$ cat src/rtl/led_frame_tx.sv
// LEDDC host serializer: fetches DATA_W-bit words over valid/ready and shifts them LSB-first on DAI under DEN.
// One word per DATA_W+GAP_CYCLES+1 DCK cycles; an empty source stalls in FETCH with DEN low.
module led_frame_tx #(
    parameter int DATA_W          = 16,
    parameter int WORDS_PER_FRAME = 512,
    parameter int GAP_CYCLES      = 2,
    localparam int IDX_W = (WORDS_PER_FRAME > 1) ? $clog2(WORDS_PER_FRAME) : 1
) (
    input  logic              DCK,
    input  logic              rst,
    input  logic              start,
    input  logic [DATA_W-1:0] in_data,
    input  logic              in_valid,
    output logic              in_ready,
    output logic              DAI,
    output logic              DEN,
    output logic              busy,
    output logic              frame_done,
    output logic [IDX_W-1:0]  word_idx
);
    localparam int BW = (DATA_W > 1) ? $clog2(DATA_W) : 1;
    localparam int GW = (GAP_CYCLES > 1) ? $clog2(GAP_CYCLES) : 1;
    localparam logic [BW-1:0]    LAST_BIT = BW'(DATA_W - 1);
    localparam logic [GW-1:0]    LAST_GAP = GW'(GAP_CYCLES - 1);
    localparam logic [IDX_W-1:0] LAST_IDX = IDX_W'(WORDS_PER_FRAME - 1);

    typedef enum logic [2:0] {IDLE, FETCH, SHIFT, GAP, DONE} state_t;

    state_t            state;
    logic [DATA_W-1:0] sreg;
    logic [BW-1:0]     bit_cnt;
    logic [GW-1:0]     gap_cnt;

    always_ff @(posedge DCK) begin
        if (!rst) begin
            state      <= IDLE;
            sreg       <= '0;
            bit_cnt    <= '0;
            gap_cnt    <= '0;
            in_ready   <= 1'b0;
            DAI        <= 1'b0;
            DEN        <= 1'b0;
            busy       <= 1'b0;
            frame_done <= 1'b0;
            word_idx   <= '0;
        end else begin
            case (state)
                IDLE: begin
                    if (start) begin
                        state    <= FETCH;
                        in_ready <= 1'b1;
                        busy     <= 1'b1;
                        word_idx <= '0;
                    end
                end
                FETCH: begin
                    if (in_valid && in_ready) begin
                        // bit 0 goes straight onto DAI; the register holds the remaining bits
                        sreg     <= in_data >> 1;
                        DAI      <= in_data[0];
                        DEN      <= 1'b1;
                        in_ready <= 1'b0;
                        bit_cnt  <= '0;
                        state    <= SHIFT;
                    end
                end
                SHIFT: begin
                    if (bit_cnt == LAST_BIT) begin
                        DEN     <= 1'b0;
                        DAI     <= 1'b0;
                        gap_cnt <= '0;
                        state   <= GAP;
                    end else begin
                        DAI     <= sreg[0];
                        sreg    <= sreg >> 1;
                        bit_cnt <= bit_cnt + 1'b1;
                    end
                end
                GAP: begin
                    if (gap_cnt == LAST_GAP) begin
                        if (word_idx == LAST_IDX) begin
                            frame_done <= 1'b1;
                            state      <= DONE;
                        end else begin
                            word_idx <= word_idx + 1'b1;
                            in_ready <= 1'b1;
                            state    <= FETCH;
                        end
                    end else begin
                        gap_cnt <= gap_cnt + 1'b1;
                    end
                end
                DONE: begin
                    frame_done <= 1'b0;
                    busy       <= 1'b0;
                    word_idx   <= '0;
                    state      <= IDLE;
                end
                default: state <= IDLE;
            endcase
        end
    end
endmodule

$ cat config.mk
export PLATFORM = sky130hd
export DESIGN_NAME = led_frame_tx
export DESIGN_NICKNAME = d
export VERILOG_FILES = /design/src/rtl/led_frame_tx.sv
export SDC_FILE = /design/constraint.sdc
export NUM_CORES = 1
export LEC_CHECK = 0
export BUFFER_PORTS_ARGS = -buffer_cell sky130_fd_sc_hd__buf_2
export CAP_MARGIN = 20
export CORE_MARGIN = 4
export CORE_UTILIZATION = 59
export CTS_CLUSTER_SIZE = 16
export DETAILED_ROUTE_END_ITERATION = 10
export MAX_ROUTING_LAYER = met4
export PLACE_DENSITY_LB_ADDON = 0.15
export SLEW_MARGIN = 0
export SYNTH_ARGS = -nofsm -noshare
export SYNTH_HDL_FRONTEND = slang
export SYNTH_SLANG_ARGS = --single-unit
$ cat constraint.sdc
create_clock -name DCK -period 3.4 [get_ports DCK]
set_clock_uncertainty 0.2 [all_clocks]
set_input_delay 0.17 -clock DCK [delete_from_list [all_inputs] [get_ports DCK]]
set_output_delay 0.17 -clock DCK [all_outputs]
set_load 0.01 [all_outputs]
==> metrics <==
CTS max path bufs=2; met2 usage=0.357; worst-path maximum fanout=29; hpwl dp=approximately 2.6 mm; reg-to-reg setup timing slack=between 800 and 900 ps; post-layout instance count excluding filler cells=about 280; TNS Setup=0 ps; Sw Pwr=about 210 µW; Setup Fix Bufs, Post-CTS=0; die area=between 0.004 and 0.005 mm²; Leak=0.00113 µW; RR Startpoint=state[1]$_SDFFE_PN0P_; post-route ant nets=0; Worst Max-Slew Pin Slew=between 900 and 1000 ps; maximum clock rate=about 0.40 GHz; Synth area leader=dfxtp_1; Starting Density=0.638; first-pass GRT wire length=roughly 6.9 mm; vias in the first global route=around 1,600; share of cells above drive strength 1=0.192; worst hold path type=input port to flop; Max-slew headroom=0.387; R2R depth=5; PortBufs=33; Critical Path AT=approximately 2600 ps; Final Hold Fails=0; Die Span Y=63.6 µm; Seq pwr share=0.522; Cells after Synth=200; met1 Use GR=0.256; final worst-path cycle share=0.740; largest net degree at the start of global routing=30; drt pass-1 iters=4; GR peak layer=met2; Comb pwr share=0.114; startpoint types=flop; wire per inst=13.8 µm; Syn. warnings=0; PwrDens=roughly 400 mW/mm²; routed vias/inst=between 5 and 6; # clock sinks=37; worst vdd ir=336 µV; footprint of the multi-input gates=around 1000 µm²; unrepaired setup endpoints after global routing=no; CTS tree=yes; GR Util All Layers=0.215; Worst-path clk slew=~120 ps; Final Max Slew Viols=0; Die X=roughly 64 µm; root buffer cell=clkbuf_4; antenna violations before repair=0; Syn Nets=between 200 and 250; number of inserted diodes=0; R2R Path End=sreg[13]$_SDFFE_PN0P_; initial detailed-routing violation count=between 90 and 100; grt total ovfl=0; I/O pins=34; Mapped Area=approximately 0.0018 mm²; switching share of total power=0.239; CP Capture Type=flop; worst setup path startpoint=state[1]$_SDFFE_PN0P_; DRC viols=0; Placer Congestion=0.878; Hold Worst Slack=about 8.3 ps; Register Area=741 µm²; overall power=891 µW; Placed Instances=between 200 and 300; Nets=approximately 270; crit path kind=flop to flop; largest cells by area after synthesis=dfxtp_1 41%, mux2i_1 8.2%, o211a_1 8.2%; share of the synthesized area in the top cell type=0.407; Post-CTS Hold Buffers=15; CTS resizes=0; via count=1,583; Yosys reg bits=37; syn_area_per_cell=between 9 and 10 µm²; Syn-to-layout area delta=20.7%; critical path endpoint=sreg[13]$_SDFFE_PN0P_; clock share of power=0.364; post-synth cell types=45; Fillers=~210; Crit path required time=about 3400 ps; Seq/Total Area, Yosys=0.407; Core Rows=19; final WL=3.80 mm; worst skew pair latency=330 ps; CTS H-tree lvls=2; Core Region=0.00285 mm²; final setup vio count=0; Final min period=about 2500 ps; Cell Int Power=roughly 680 µW; Max-Cap Viols=0; status=complete, no violations; GR Layer Usage met3=0.0551; total CTS buffers=5
## cells in the mapped netlist (all sizes together)
| library cell | number |
|---|---|
| a211oi | 2 |
| a21boi | 2 |
| a21o | 1 |
| a21oi | 3 |
| a221oi | 1 |
| a22oi | 1 |
| a2bb2oi | 1 |
| a31o | 1 |
| a31oi | 3 |
| a32oi | 1 |
| and2 | 2 |
| and3 | 1 |
| and3b | 1 |
| and4 | 1 |
| buf | 6 |
| clkbuf | 6 |
| dfxtp | 37 |
| ha | 3 |
| inv | 7 |
| mux2i | 15 |
| nand2 | 23 |
| nand2b | 3 |
| nand3 | 7 |
| nand3b | 4 |
| nand4 | 2 |
| nor2 | 19 |
| nor2b | 2 |
| nor3 | 5 |
| nor3b | 1 |
| nor4 | 2 |
| o211a | 15 |
| o211ai | 2 |
| o21a | 2 |
| o21ai | 3 |
| o22ai | 4 |
| o31ai | 1 |
| or2 | 1 |
| or3b | 1 |
| xnor2 | 7 |
| xor2 | 1 |
## critical path, cell delays in order, from the launching register on
cell and delay, ps:
dfxtp_1 540, or3b_1 780, o22ai_2 300, buf_4 300, o211ai_1 140, o211a_1 170
## sequential cells by signal, summed over array words and instances, names as in the netlist
signal      cells
DAI             1
DEN             1
bit_cnt         4
busy            1
frame_done      1
gap_cnt         1
in_ready        1
sreg           15
state           3
word_idx        9
## metal layers
metal | vias to the layer above | routed length [µm]
li1 | 803 | -
met1 | 741 | 1740
met2 | 35 | 1870
met3 | 4 | 141
met4 | 0 | 39
met5 | - | 0
## cell families after synthesis
family | Yosys count | synth area share
AO/OA/AOI/OAI | 43 | 0.194
XOR/XNOR | 8 | 0.0385
adder cells (fa/ha/maj) | 3 | 0.0206
buffers and inverters | 19 | 0.0550
flip-flops | 37 | 0.407
multiplexers | 15 | 0.0825
AND/OR/NAND/NOR | 75 | 0.202
## power by group through the flow
stage                     Sequential [µW]  Clock (µW)  Combinational [µW]
after CTS                             465         331                 102
after floorplan                       471           0                66.4
after global routing                  468         357                 113
after global placement                473           0                84.7
after detailed placement              475           0                87.7
final                                 465         325                 102
## cell type report
type                    instances  share of cell area
repair buffers                 49               0.147
inverters                       7              0.0120
clock inverters                 2              0.0171
flip-flops and latches         37               0.337
clock buffers                   6              0.0233
multi-input cells             144               0.446
well taps                      31              0.0177
## layout by cell type (no fill, tap or decap), types with 2 or more instances in the layout
master,count
nand2_1,23
and2_1,2
a31oi_1,3
inv_1,7
nor4_1,2
dlygate4sd3_1,15
a21oi_1,3
nor2_1,19
mux2i_1,15
o22ai_2,2
nand4_1,2
a211oi_1,2
clkbuf_4,5
xnor2_1,7
o211a_1,15
o211ai_1,2
a21boi_0,2
o22ai_1,2
buf_2,33
nor3_1,4
o21ai_0,2
nand3_1,7
nor2b_1,2
nand3b_1,4
o21a_1,2
dfxtp_1,37
ha_1,3
nand2b_1,3
## how the worst min path moves through the flow
stage | start | end | slack (ps) | cells past startpoint
after floorplan | start | busy$_SDFFE_PN0P_ | 110 | 2
after global placement | frame_done$_SDFFE_PN0P_ | frame_done$_SDFFE_PN0P_ | 250 | 2
after detailed placement | busy$_SDFFE_PN0P_ | busy$_SDFFE_PN0P_ | 260 | 2
after CTS | in_data[11] | sreg[10]$_SDFFE_PN0P_ | 8 | 4
after global routing | in_data[15] | sreg[14]$_SDFFE_PN0P_ | 8 | 4
final | in_data[11] | sreg[10]$_SDFFE_PN0P_ | 8 | 4
## stage by stage
| step | utilization | worst slack [ps] | cell area [µm²] |
|---|---|---|---|
| floorplan | - | 1350 | 1820 |
| global placement | 0.686 | 1010 | 1960 |
| detailed placement | 0.686 | 910 | 1960 |
| CTS | 0.770 | 884 | 2200 |
| global route | 0.770 | 757 | 2200 |
| finish | 0.770 | 885 | 2200 |
Note: power is estimated with default switching activity, not from simulation.
